**config.mk**
```make
export PLATFORM = sky130hd
export DESIGN_NAME = median_frame_ctrl_flat
export DESIGN_NICKNAME = d
export VERILOG_FILES = /design/src/rtl/median_frame_ctrl_if.sv /design/src/rtl/median_frame_ctrl.sv /design/src/flat_wrapper.sv
export SDC_FILE = /design/constraint.sdc
export NUM_CORES = 1
export LEC_CHECK = 0
export BUFFER_PORTS_ARGS = -buffer_cell sky130_fd_sc_hd__buf_2
export CAP_MARGIN = 0
export CORE_MARGIN = 2
export CORE_UTILIZATION = 30
export DETAILED_ROUTE_END_ITERATION = 7
export PLACE_DENSITY = 0.61
export SETUP_SLACK_MARGIN = 0.2
export SLEW_MARGIN = 5
export SYNTH_ARGS = -nofsm -noshare
export SYNTH_HDL_FRONTEND = slang
export SYNTH_SLANG_ARGS = --single-unit
```
**constraint.sdc**
```tcl
create_clock -name clk -period 2 [get_ports clk]
set_input_delay 0.1 -clock clk [delete_from_list [all_inputs] [get_ports clk]]
set_output_delay 0.1 -clock clk [all_outputs]
set_load 0.01 [all_outputs]
```
**src/rtl/median_frame_ctrl_if.sv**
```systemverilog
// ----------------------------------------------------------------------------
// median_frame_ctrl_if
//
// Bundles the three data paths the frame controller touches:
//   - source pixel memory read port   (src_rd_en, src_addr, src_rd_data)
//   - 3x3 median filter stream ports  (filt_valid, filt_data,
//                                      filt_valid_out, filt_data_out)
//   - destination memory write port   (dst_wr_en, dst_addr, dst_wr_data)
//
// Modports:
//   master - the frame controller (drives read strobe/address, filter input,
//            destination write; receives read data and filter output)
//   slave  - the memories/filter side of the same connections
// ----------------------------------------------------------------------------
interface median_frame_ctrl_if #(
    parameter int PIXEL_WIDTH = 8,
    parameter int ADDR_WIDTH  = 6
);

    logic                   src_rd_en;
    logic [ADDR_WIDTH-1:0]  src_addr;
    logic [PIXEL_WIDTH-1:0] src_rd_data;

    logic                   filt_valid;
    logic [PIXEL_WIDTH-1:0] filt_data;
    logic                   filt_valid_out;
    logic [PIXEL_WIDTH-1:0] filt_data_out;

    logic                   dst_wr_en;
    logic [ADDR_WIDTH-1:0]  dst_addr;
    logic [PIXEL_WIDTH-1:0] dst_wr_data;

    modport master (
        output src_rd_en,
        output src_addr,
        input  src_rd_data,
        output filt_valid,
        output filt_data,
        input  filt_valid_out,
        input  filt_data_out,
        output dst_wr_en,
        output dst_addr,
        output dst_wr_data
    );

    modport slave (
        input  src_rd_en,
        input  src_addr,
        output src_rd_data,
        input  filt_valid,
        input  filt_data,
        output filt_valid_out,
        output filt_data_out,
        input  dst_wr_en,
        input  dst_addr,
        input  dst_wr_data
    );

endinterface

```
**src/rtl/median_frame_ctrl.sv**
```systemverilog
// ----------------------------------------------------------------------------
// median_frame_ctrl
//
// Frame sequencer for the 3x3 median filter. A start pulse in IDLE reads one
// IMAGE_WIDTH x IMAGE_HEIGHT frame from the source memory in raster order and
// streams it into the filter; every filtered pixel that comes back is written
// to the destination memory at consecutive addresses. The drain phase is
// guarded by a watchdog so a silent filter cannot hang the controller.
//
// Ports:
//   clk, rst_n        clock and asynchronous active-low reset
//   start             one-cycle frame request (only honoured in IDLE)
//   hold              pauses source reads while high (ISSUE only)
//   busy              high while issuing or draining
//   done              one-cycle completion pulse
//   err               sticky: watchdog expiry or excess filter output;
//                     cleared by an accepted start
//   out_count         filtered pixels captured in the current frame
//   bus (master)      source read port, filter stream ports, destination
//                     write port (see median_frame_ctrl_if)
// ----------------------------------------------------------------------------
module median_frame_ctrl #(
    parameter int IMAGE_WIDTH  = 8,
    parameter int IMAGE_HEIGHT = 8,
    parameter int WINDOW_SIZE  = 3,
    parameter int PIXEL_WIDTH  = 8,
    parameter int ADDR_WIDTH   = 6,
    parameter int TIMEOUT      = 16
) (
    input  logic                  clk,
    input  logic                  rst_n,
    input  logic                  start,
    input  logic                  hold,
    output logic                  busy,
    output logic                  done,
    output logic                  err,
    output logic [ADDR_WIDTH-1:0] out_count,
    median_frame_ctrl_if.master   bus
);

    localparam int N     = IMAGE_WIDTH * IMAGE_HEIGHT;
    localparam int EXP   = (IMAGE_WIDTH - WINDOW_SIZE + 1) * (IMAGE_HEIGHT - WINDOW_SIZE + 1);
    localparam int PTR_W = $clog2(N + 1);
    localparam int TMR_W = $clog2(TIMEOUT + 1);

    localparam logic [PTR_W-1:0]      PTR_END   = PTR_W'(N);
    localparam logic [ADDR_WIDTH-1:0] LAST_ADDR = ADDR_WIDTH'(N - 1);
    localparam logic [ADDR_WIDTH-1:0] EXP_CNT   = ADDR_WIDTH'(EXP);
    localparam logic [TMR_W-1:0]      TMR_LAST  = TMR_W'(TIMEOUT - 1);

    typedef enum logic [1:0] {
        ST_IDLE,
        ST_ISSUE,
        ST_DRAIN,
        ST_DONE
    } state_t;

    state_t state;
    state_t next_state;

    // Internal counters
    logic [PTR_W-1:0]       rd_ptr,       rd_ptr_d;
    logic [TMR_W-1:0]       timer,        timer_d;

    // Registered outputs and their next values
    logic                   rd_en_q,      rd_en_d;
    logic [ADDR_WIDTH-1:0]  src_addr_q,   src_addr_d;
    logic                   filt_valid_q;
    logic                   wr_en_q,      wr_en_d;
    logic [ADDR_WIDTH-1:0]  dst_addr_q,   dst_addr_d;
    logic [PIXEL_WIDTH-1:0] wr_data_q,    wr_data_d;
    logic                   busy_q,       busy_d;
    logic                   done_q,       done_d;
    logic                   err_q,        err_d;
    logic [ADDR_WIDTH-1:0]  out_count_q,  out_count_d;

    // Status decodes
    logic last_issued;
    logic capture_window;
    logic accept_pixel;
    logic excess_pixel;
    logic drain_ok;
    logic drain_expired;

    // The read for address N-1 is visible on the registered strobe during
    // the final ISSUE cycle; that is the moment to move on to DRAIN.
    assign last_issued    = rd_en_q && (src_addr_q == LAST_ADDR);
    assign capture_window = (state == ST_ISSUE) || (state == ST_DRAIN);
    assign accept_pixel   = capture_window && bus.filt_valid_out && (out_count_q < EXP_CNT);
    assign excess_pixel   = capture_window && bus.filt_valid_out && (out_count_q >= EXP_CNT);
    assign drain_ok       = (out_count_q == EXP_CNT);
    assign drain_expired  = (timer == TMR_LAST);

    // State register
    always_ff @(posedge clk or negedge rst_n) begin
        if (!rst_n) begin
            state <= ST_IDLE;
        end else begin
            state <= next_state;
        end
    end

    // Next-state logic. A full frame is always issued once started, because
    // the filter's row/column tracking relies on complete frames.
    always_comb begin
        next_state = state;
        unique case (state)
            ST_IDLE: begin
                if (start) begin
                    next_state = ST_ISSUE;
                end
            end
            ST_ISSUE: begin
                if (last_issued) begin
                    next_state = ST_DRAIN;
                end
            end
            ST_DRAIN: begin
                if (drain_ok || drain_expired) begin
                    next_state = ST_DONE;
                end
            end
            ST_DONE: begin
                next_state = ST_IDLE;
            end
            default: begin
                next_state = ST_IDLE;
            end
        endcase
    end

    // Output logic: computes the next value of every registered output and
    // counter. All outputs are registered, so the read for address 0 is
    // launched on the same edge that accepts start; rd_ptr therefore lands
    // on 1 rather than 0 at that edge.
    always_comb begin
        rd_ptr_d    = rd_ptr;
        timer_d     = timer;
        rd_en_d     = 1'b0;
        src_addr_d  = src_addr_q;
        wr_en_d     = 1'b0;
        dst_addr_d  = dst_addr_q;
        wr_data_d   = wr_data_q;
        err_d       = err_q;
        out_count_d = out_count_q;

        unique case (state)
            ST_IDLE: begin
                if (start) begin
                    rd_en_d     = 1'b1;
                    src_addr_d  = '0;
                    rd_ptr_d    = PTR_W'(1);
                    timer_d     = '0;
                    out_count_d = '0;
                    err_d       = 1'b0;
                end
            end
            ST_ISSUE: begin
                if (!last_issued && (rd_ptr < PTR_END) && !hold) begin
                    rd_en_d    = 1'b1;
                    src_addr_d = ADDR_WIDTH'(rd_ptr);
                    rd_ptr_d   = rd_ptr + PTR_W'(1);
                end
            end
            ST_DRAIN: begin
                timer_d = timer + TMR_W'(1);
                // Reaching the expected count on the same cycle as the
                // watchdog counts as success.
                if (!drain_ok && drain_expired) begin
                    err_d = 1'b1;
                end
            end
            default: begin
            end
        endcase

        if (accept_pixel) begin
            wr_en_d     = 1'b1;
            dst_addr_d  = out_count_q;
            wr_data_d   = bus.filt_data_out;
            out_count_d = out_count_q + ADDR_WIDTH'(1);
        end

        // Anything beyond the expected output count is dropped and flagged.
        if (excess_pixel) begin
            err_d = 1'b1;
        end
    end

    assign busy_d = (next_state == ST_ISSUE) || (next_state == ST_DRAIN);
    assign done_d = (next_state == ST_DONE);

    // Output and counter registers
    always_ff @(posedge clk or negedge rst_n) begin
        if (!rst_n) begin
            rd_ptr       <= '0;
            timer        <= '0;
            rd_en_q      <= 1'b0;
            src_addr_q   <= '0;
            filt_valid_q <= 1'b0;
            wr_en_q      <= 1'b0;
            dst_addr_q   <= '0;
            wr_data_q    <= '0;
            busy_q       <= 1'b0;
            done_q       <= 1'b0;
            err_q        <= 1'b0;
            out_count_q  <= '0;
        end else begin
            rd_ptr       <= rd_ptr_d;
            timer        <= timer_d;
            rd_en_q      <= rd_en_d;
            src_addr_q   <= src_addr_d;
            filt_valid_q <= rd_en_q;
            wr_en_q      <= wr_en_d;
            dst_addr_q   <= dst_addr_d;
            wr_data_q    <= wr_data_d;
            busy_q       <= busy_d;
            done_q       <= done_d;
            err_q        <= err_d;
            out_count_q  <= out_count_d;
        end
    end

    assign busy      = busy_q;
    assign done      = done_q;
    assign err       = err_q;
    assign out_count = out_count_q;

    assign bus.src_rd_en   = rd_en_q;
    assign bus.src_addr    = src_addr_q;
    assign bus.filt_valid  = filt_valid_q;
    // Read data arrives one cycle after the strobe, exactly when filt_valid
    // is high, so it goes to the filter unregistered.
    assign bus.filt_data   = bus.src_rd_data;
    assign bus.dst_wr_en   = wr_en_q;
    assign bus.dst_addr    = dst_addr_q;
    assign bus.dst_wr_data = wr_data_q;

endmodule

```
**src/flat_wrapper.sv**
```systemverilog
// flat-port wrapper written by rule: the top's interface ports become plain ports
module median_frame_ctrl_flat 
#(
    parameter int IMAGE_WIDTH  = 8,
    parameter int IMAGE_HEIGHT = 8,
    parameter int WINDOW_SIZE  = 3,
    parameter int PIXEL_WIDTH  = 8,
    parameter int ADDR_WIDTH   = 6,
    parameter int TIMEOUT      = 16
)
  (clk, rst_n, start, hold, busy, done, err, out_count, bus_src_rd_en, bus_src_addr, bus_src_rd_data, bus_filt_valid, bus_filt_data, bus_filt_valid_out, bus_filt_data_out, bus_dst_wr_en, bus_dst_addr, bus_dst_wr_data);
  median_frame_ctrl_if #(.PIXEL_WIDTH(PIXEL_WIDTH), .ADDR_WIDTH(ADDR_WIDTH)) bus_i ();
  input  logic clk;
  input  logic rst_n;
  input  logic start;
  input  logic hold;
  output logic busy;
  output logic done;
  output logic err;
  output logic [ADDR_WIDTH-1:0] out_count;
  output wire logic [$bits(bus_i.src_rd_en)-1:0] bus_src_rd_en;
  output wire logic [$bits(bus_i.src_addr)-1:0] bus_src_addr;
  input wire logic [$bits(bus_i.src_rd_data)-1:0] bus_src_rd_data;
  output wire logic [$bits(bus_i.filt_valid)-1:0] bus_filt_valid;
  output wire logic [$bits(bus_i.filt_data)-1:0] bus_filt_data;
  input wire logic [$bits(bus_i.filt_valid_out)-1:0] bus_filt_valid_out;
  input wire logic [$bits(bus_i.filt_data_out)-1:0] bus_filt_data_out;
  output wire logic [$bits(bus_i.dst_wr_en)-1:0] bus_dst_wr_en;
  output wire logic [$bits(bus_i.dst_addr)-1:0] bus_dst_addr;
  output wire logic [$bits(bus_i.dst_wr_data)-1:0] bus_dst_wr_data;
  assign bus_src_rd_en = bus_i.src_rd_en;
  assign bus_src_addr = bus_i.src_addr;
  assign bus_i.src_rd_data = bus_src_rd_data;
  assign bus_filt_valid = bus_i.filt_valid;
  assign bus_filt_data = bus_i.filt_data;
  assign bus_i.filt_valid_out = bus_filt_valid_out;
  assign bus_i.filt_data_out = bus_filt_data_out;
  assign bus_dst_wr_en = bus_i.dst_wr_en;
  assign bus_dst_addr = bus_i.dst_addr;
  assign bus_dst_wr_data = bus_i.dst_wr_data;
  median_frame_ctrl #(.IMAGE_WIDTH(IMAGE_WIDTH), .IMAGE_HEIGHT(IMAGE_HEIGHT), .WINDOW_SIZE(WINDOW_SIZE), .PIXEL_WIDTH(PIXEL_WIDTH), .ADDR_WIDTH(ADDR_WIDTH), .TIMEOUT(TIMEOUT)) u_core (.clk(clk), .rst_n(rst_n), .start(start), .hold(hold), .busy(busy), .done(done), .err(err), .out_count(out_count), .bus(bus_i));
endmodule
```
==> flow_metrics.env, run 1 <==
export IMPL_register_area_um2=1150
export IMPL_yosysTopAreaCell="dfrtp_1"
export IMPL_hpwlAfterDp_mm=3.31
export IMPL_crit_cells=6
export IMPL_drt_total_wl_mm=4.69
export IMPL_clock_skew_ns=0.0122
export IMPL_antenna_found_initial=0
export IMPL_fin_util=0.377
export IMPL_endpoint_kind="flop"
export IMPL_synth_fp_nets=253
export IMPL_critPathCapture="u_core.busy$_DFF_PN0_"
export IMPL_hold_viol_final=0
export IMPL_syn_avg_cell_area_um2=9.99
export IMPL_synth_seq_cells=46
export IMPL_drv_slew=0
export IMPL_cts_sinks=46
export IMPL_slew_headroom=0.636
export IMPL_clockBufferDepth=2
export IMPL_cpMostUsedCell="ha_2"
export IMPL_syn_area_um2=2230
export IMPL_synth_async_reset_ratio=1.00
export IMPL_h_tree_depth=2
export IMPL_synth_edf_count=0
export IMPL_synth_most_common_cell="nand2_1"
export IMPL_min_period_ns=1.76
export IMPL_drv_cap=0
export IMPL_drc=0
export IMPL_cts_tree="built"
export IMPL_multi_input_area_um2=956
export IMPL_synth_compound_area_frac=0.150
export IMPL_setup_ws_ns=0.240
export IMPL_preCtsSetupSlack_ns=0.128
export IMPL_synth_area_leaders="dfrtp_1, nand2_1, o21ai_0"
export IMPL_synth_top_family_by_area="simple AND/OR/NAND/NOR gates"
export IMPL_clkTransAtPathRegs_ns=0.08
export IMPL_vdd_ir_drop_max_mv=0.456
export IMPL_grt_overflow=0
export IMPL_area_growth_pct=22.0
export IMPL_critPathMaxStageDelay_ns=0.41
export IMPL_initial_core_util=0.309
export IMPL_layout_drive_gt1_share=0.288
export IMPL_synth_xor_xnor_area_share=0
export IMPL_ff2ff_setup_slack_ns=0.24
export IMPL_yosysSeqAreaShare=0.517
export IMPL_muxShareOfSynthArea=0.0258
export IMPL_nFillCells=745
export IMPL_final_antenna_net_count=0
export IMPL_synth_top_cell_area_share=0.517
export IMPL_core_rowCount=31
export IMPL_drtIter0Drc=71
export IMPL_ios=61
export IMPL_power_density_nw_per_um2=1300
export IMPL_critical_path_max_fanout=4
export IMPL_synth_warnings=0
export IMPL_worst_slew_pin_slew_ns=0.540
export IMPL_fin_crit_sh=0.880
export IMPL_critical_path_top_delay_family="adder cells"
export IMPL_portBuffers=44
export IMPL_final_setup_tns_ns=0
export IMPL_synthCells=223
export IMPL_numCtsBuffers=5
export IMPL_setup_viol=0
export IMPL_synth_cell_types=46
export IMPL_detailedRoute_firstPassIterationCount=4
export IMPL_crit_path_start="u_core.timer[0]$_DFFE_PN0P_"
export IMPL_grt_setup_unrepaired="true"
export IMPL_total_power_w=0.00354
export IMPL_ys_flop_type="dfrtp_1"
export IMPL_hp_class="input port to flop"
export IMPL_coreArea_um2=7210
export IMPL_clk_latency_ns=0.29
export IMPL_synth_common_cells="nand2_1, dfrtp_1, o21ai_0"
export IMPL_run_status="finished clean"
export IMPL_slowest_stage="dfrtp_1"
export IMPL_startpoint_type="flop"
export IMPL_fin_nets=303
export IMPL_p_leak_nw=1.34
export IMPL_die_area_um2=8130
export IMPL_cp_num_buf_inv=0
export IMPL_gp_congestion=0.813
export IMPL_r2r_cells=6
export IMPL_via_count=1733
export IMPL_grt_pass1_vias=1727
export IMPL_clock_root_buffer="clkbuf_8"
export IMPL_grt_use_total=0.121
export IMPL_wire_per_inst_um=12.6
export IMPL_fp_dieH_um=90.2
export IMPL_diodes=0
export IMPL_r2r_start="u_core.timer[0]$_DFFE_PN0P_"
export IMPL_crit_required_ns=2.18
export IMPL_die_w_um=90.2
export IMPL_fmax_mhz=568
export IMPL_synth_simple_area_share=0.187
export IMPL_worstPathCellList="ha_2 -> and3_1 -> ha_2 -> o311ai_4 -> nand3_1 -> ha_1"
export IMPL_grt_pass1_wl_mm=8.14
export IMPL_cp_arrival_ns=1.94
export IMPL_crit_type="flop to flop"
export IMPL_synthAdderAreaFrac=0.0505
export IMPL_grt_start_max_net_pins=21
export IMPL_rr_endpoint="u_core.busy$_DFF_PN0_"
export IMPL_vias_per_cell=4.65
power breakdown:
group / total (W) / internal, W / leakage, nW / switching [W]
clock network: 0.000584 / 0.000279 / 0.0482 / 0.000305
logic: 0.00149 / 0.000641 / 0.700 / 0.000845
registers: 0.00147 / 0.00125 / 0.594 / 0.000222
layer usage:
metal	global-route usage	wire length [µm]	vias up
met5	0	0	-
met4	0.0372	52	0
met3	0.0327	153	6
met2	0.189	2170	27
met1	0.163	2310	831
li1	-	-	869
logic make-up after synthesis:
kind of cell	after synthesis
adder cells (fa/ha/maj)	9
flip-flops	46
AO/OA/AOI/OAI	51
AND/OR/NAND/NOR	86
buffers and inverters	26
multiplexers	5
layout make-up:
| class | count | share of cell area |
|---|---|---|
| clock buffer | 7 | 0.0318 |
| sequential | 46 | 0.424 |
| multi-input combinational | 151 | 0.352 |
| timing repair buffer | 61 | 0.134 |
| clock inverter | 1 | 0.00184 |
| inverter | 8 | 0.0110 |
| tap | 99 | 0.0456 |
metrics by stage:
stage                     hold WS [ns]  std cells  cell area [µm²]
after detailed placement        0.0517        355             2500
final                          0.00900        373             2720
after global routing            0.0112        373             2720
after floorplan                 -0.196        223             2230
after global placement          0.0479        355             2500
after CTS                     0.000409        370             2670
worst min-delay path by stage:
stage                     cells after the start                               endpoint                 start
final                                         3  u_core.bus.dst_wr_data[7]$_DFFE_PN0P_  bus_filt_data_out[7]
after global routing                          3  u_core.bus.dst_wr_data[1]$_DFFE_PN0P_  bus_filt_data_out[1]
after CTS                                     3  u_core.bus.dst_wr_data[7]$_DFFE_PN0P_  bus_filt_data_out[7]
after detailed placement                      1        u_core.out_count[2]$_DFFE_PN0P_                 rst_n
after global placement                        1        u_core.out_count[2]$_DFFE_PN0P_                 rst_n
after floorplan                               0     u_core.bus.dst_addr[0]$_DFFE_PN0P_                 rst_n
worst reg2reg max path: cells and delay by family (launching register included):
kind            cells  cell delay (ns)
fa+ha+maj           3             0.68
flops               1             0.41
simple gates        2             0.29
compound gates      1             0.29
registers in the layout, indices dropped and copies added, names as in the netlist:
register,cells
u_core.timer,5
u_core.bus.filt_valid,1
u_core.bus.dst_addr,6
u_core.state,2
u_core.out_count,6
u_core.done,1
u_core.busy,1
u_core.bus.src_addr,6
u_core.bus.dst_wr_en,1
u_core.bus.src_rd_en,1
u_core.err,1
u_core.rd_ptr,7
u_core.bus.dst_wr_data,8
cell usage in the layout, fill, tap and decap left out, types with 2 or more instances in the layout:
master	instances
mux2_2	2
dlygate4sd3_1	7
o31ai_1	2
dfrtp_1	46
ha_2	4
nand3_1	10
buf_2	44
and3_1	5
o21ai_0	26
nand3b_1	2
and3_4	2
clkbuf_8	6
buf_4	10
a21oi_1	3
and2_1	2
o21ai_1	2
inv_1	7
ha_1	5
nor3_1	2
a22o_1	3
mux2i_1	2
nand2_1	52
nand2b_1	2
repair_timing:
action                     in CTS  in global routing
hold buffers                    5                  2
pin swaps                       1                  3
setup buffers                   2                  1
gates resized for setup         2                  7
setup endpoints to repair       2                  8
cloned                          0                  0
hold endpoints to repair       20                  2
Note: power is estimated with default switching activity, not from simulation.
==> inputs of run 2 (changes only) <==
BUFFER_PORTS_ARGS = unset   (was -buffer_cell sky130_fd_sc_hd__buf_2)
CORE_MARGIN = 5   (was 2)
DONT_BUFFER_PORTS = 1   (was unset)
PLACE_DENSITY = 0.54   (was 0.61)
==> flow_metrics.env, run 2 (same netlist as run 1, synthesis figures left out) <==
export IMPL_grt_overflow=0
export IMPL_core_rowCount=31
export IMPL_crit_path_start="u_core.timer[1]$_DFFE_PN0P_"
export IMPL_grt_start_max_net_pins=47
export IMPL_drt_total_wl_mm=5.02
export IMPL_ios=61
export IMPL_fin_nets=263
export IMPL_p_leak_nw=1.17
export IMPL_worst_slew_pin_slew_ns=0.556
export IMPL_critPathCapture="u_core.busy$_DFF_PN0_"
export IMPL_largest_reg_flops=8
export IMPL_detailedRoute_firstPassIterationCount=4
export IMPL_crit_type="flop to flop"
export IMPL_fmax_mhz=568
export IMPL_critical_path_max_fanout=3
export IMPL_drv_cap=0
export IMPL_numCtsBuffers=5
export IMPL_r2r_start="u_core.timer[1]$_DFFE_PN0P_"
export IMPL_multi_input_area_um2=978
export IMPL_placed_cells=312
export IMPL_coreArea_um2=7250
export IMPL_preCtsSetupSlack_ns=0.113
export IMPL_die_area_um2=9250
export IMPL_wire_per_inst_um=15.1
export IMPL_setup_ws_ns=0.241
export IMPL_drc=0
export IMPL_initial_core_util=0.307
export IMPL_clkTransAtPathRegs_ns=0.10
export IMPL_drv_slew=0
export IMPL_min_period_ns=1.76
export IMPL_clock_root_buffer="clkbuf_8"
export IMPL_clock_skew_ns=0.0128
export IMPL_worstHoldStart="bus_filt_valid_out"
export IMPL_run_status="finished clean"
export IMPL_grt_pass1_wl_mm=8.14
export IMPL_layout_drive_gt1_share=0.167
export IMPL_drtIter0Drc=85
export IMPL_gp_congestion=0.793
export IMPL_grt_use_total=0.114
export IMPL_area_growth_pct=15.9
export IMPL_endpoint_kind="flop"
export IMPL_r2r_cells=6
export IMPL_layout_commonest_cell="nand2_1"
export IMPL_final_antenna_net_count=0
export IMPL_stdcell_count=333
export IMPL_clk_latency_ns=0.30
export IMPL_clockBufferDepth=2
export IMPL_die_w_um=96.2
export IMPL_power_density_nw_per_um2=1310
export IMPL_hold_viol_final=0
export IMPL_startpoint_type="flop"
export IMPL_slew_headroom=0.626
export IMPL_hp_class="input port to flop"
export IMPL_ff2ff_setup_slack_ns=0.24
export IMPL_via_count=1581
export IMPL_cts_sinks=46
export IMPL_setup_viol=0
export IMPL_nFillCells=737
export IMPL_diodes=0
export IMPL_cp_arrival_ns=1.96
export IMPL_final_cell_mix="nand2_1, dfrtp_1, o21ai_0"
export IMPL_final_setup_tns_ns=0
export IMPL_antenna_found_initial=0
export IMPL_cts_tree="built"
export IMPL_grt_pass1_vias=1666
export IMPL_fin_crit_sh=0.880
export IMPL_register_area_um2=1150
export IMPL_hpwlAfterDp_mm=3.33
export IMPL_rr_endpoint="u_core.busy$_DFF_PN0_"
export IMPL_portBuffers=0
export IMPL_h_tree_depth=2
export IMPL_vias_per_cell=4.75
export IMPL_grt_setup_unrepaired="true"
export IMPL_fp_dieH_um=96.2
export IMPL_vdd_ir_drop_max_mv=0.399
export IMPL_crit_required_ns=2.20
export IMPL_fin_util=0.356
-- run 2: worst min path at each step --
stage | endpoint | slack (ns) | cells after the start
floorplan | u_core.bus.dst_addr[0]$_DFFE_PN0P_ | -0.20 | 0
global placement | u_core.bus.filt_valid$_DFF_PN0_ | -0.19 | 0
detailed placement | u_core.bus.filt_valid$_DFF_PN0_ | -0.19 | 0
CTS | u_core.err$_DFFE_PN0P_ | 0.04 | 2
global route | u_core.bus.src_rd_en$_DFF_PN0_ | 0.07 | 2
finish | u_core.err$_DFFE_PN0P_ | 0.06 | 2
-- run 2: repair_timing --
action,in CTS,in global routing
hold endpoints to repair,56,0
pin swaps,1,5
setup buffers,1,0
setup endpoints to repair,3,9
resized for setup,1,12
hold buffers,12,0
-- run 2: metrics by stage --
step                total power [W]  area, µm²  hold slack (ns)
global placement            0.00271       2290           -0.194
global route                0.00369       2580           0.0665
CTS                         0.00341       2530           0.0424
floorplan                   0.00244       2230           -0.196
finish                      0.00339       2580           0.0596
detailed placement          0.00274       2290           -0.194
-- run 2: where the power goes --
group	switching, W	leakage [nW]	total, W	internal (W)
Sequential	0.000370	0.594	0.00162	0.00125
Clock	0.000342	0.0447	0.000595	0.000253
Combinational	0.000673	0.527	0.00118	0.000506
-- run 2: worst max-delay path, stage by stage, from the launching register on --
cell,delay (ns)
dfrtp_1,0.41
ha_2,0.20
and3_4,0.18
ha_4,0.16
o311ai_4,0.28
nand3_1,0.12
ha_1,0.31
-- run 2: area by class of cell --
cell class | instances | area share
inverter | 8 | 0.0116
clock buffer | 5 | 0.0266
timing repair buffer | 21 | 0.0795
sequential | 46 | 0.446
multi-input combinational | 151 | 0.379
clock inverter | 3 | 0.00969
tap | 99 | 0.0480
-- run 2: metal layers --
metal / global-route usage / up-vias / share of wire
met5: 0 / - / 0
met4: 0.0415 / 0 / 0.016
met3: 0.0313 / 5 / 0.062
met2: 0.179 / 36 / 0.44
met1: 0.150 / 758 / 0.48
li1: - / 782 / -
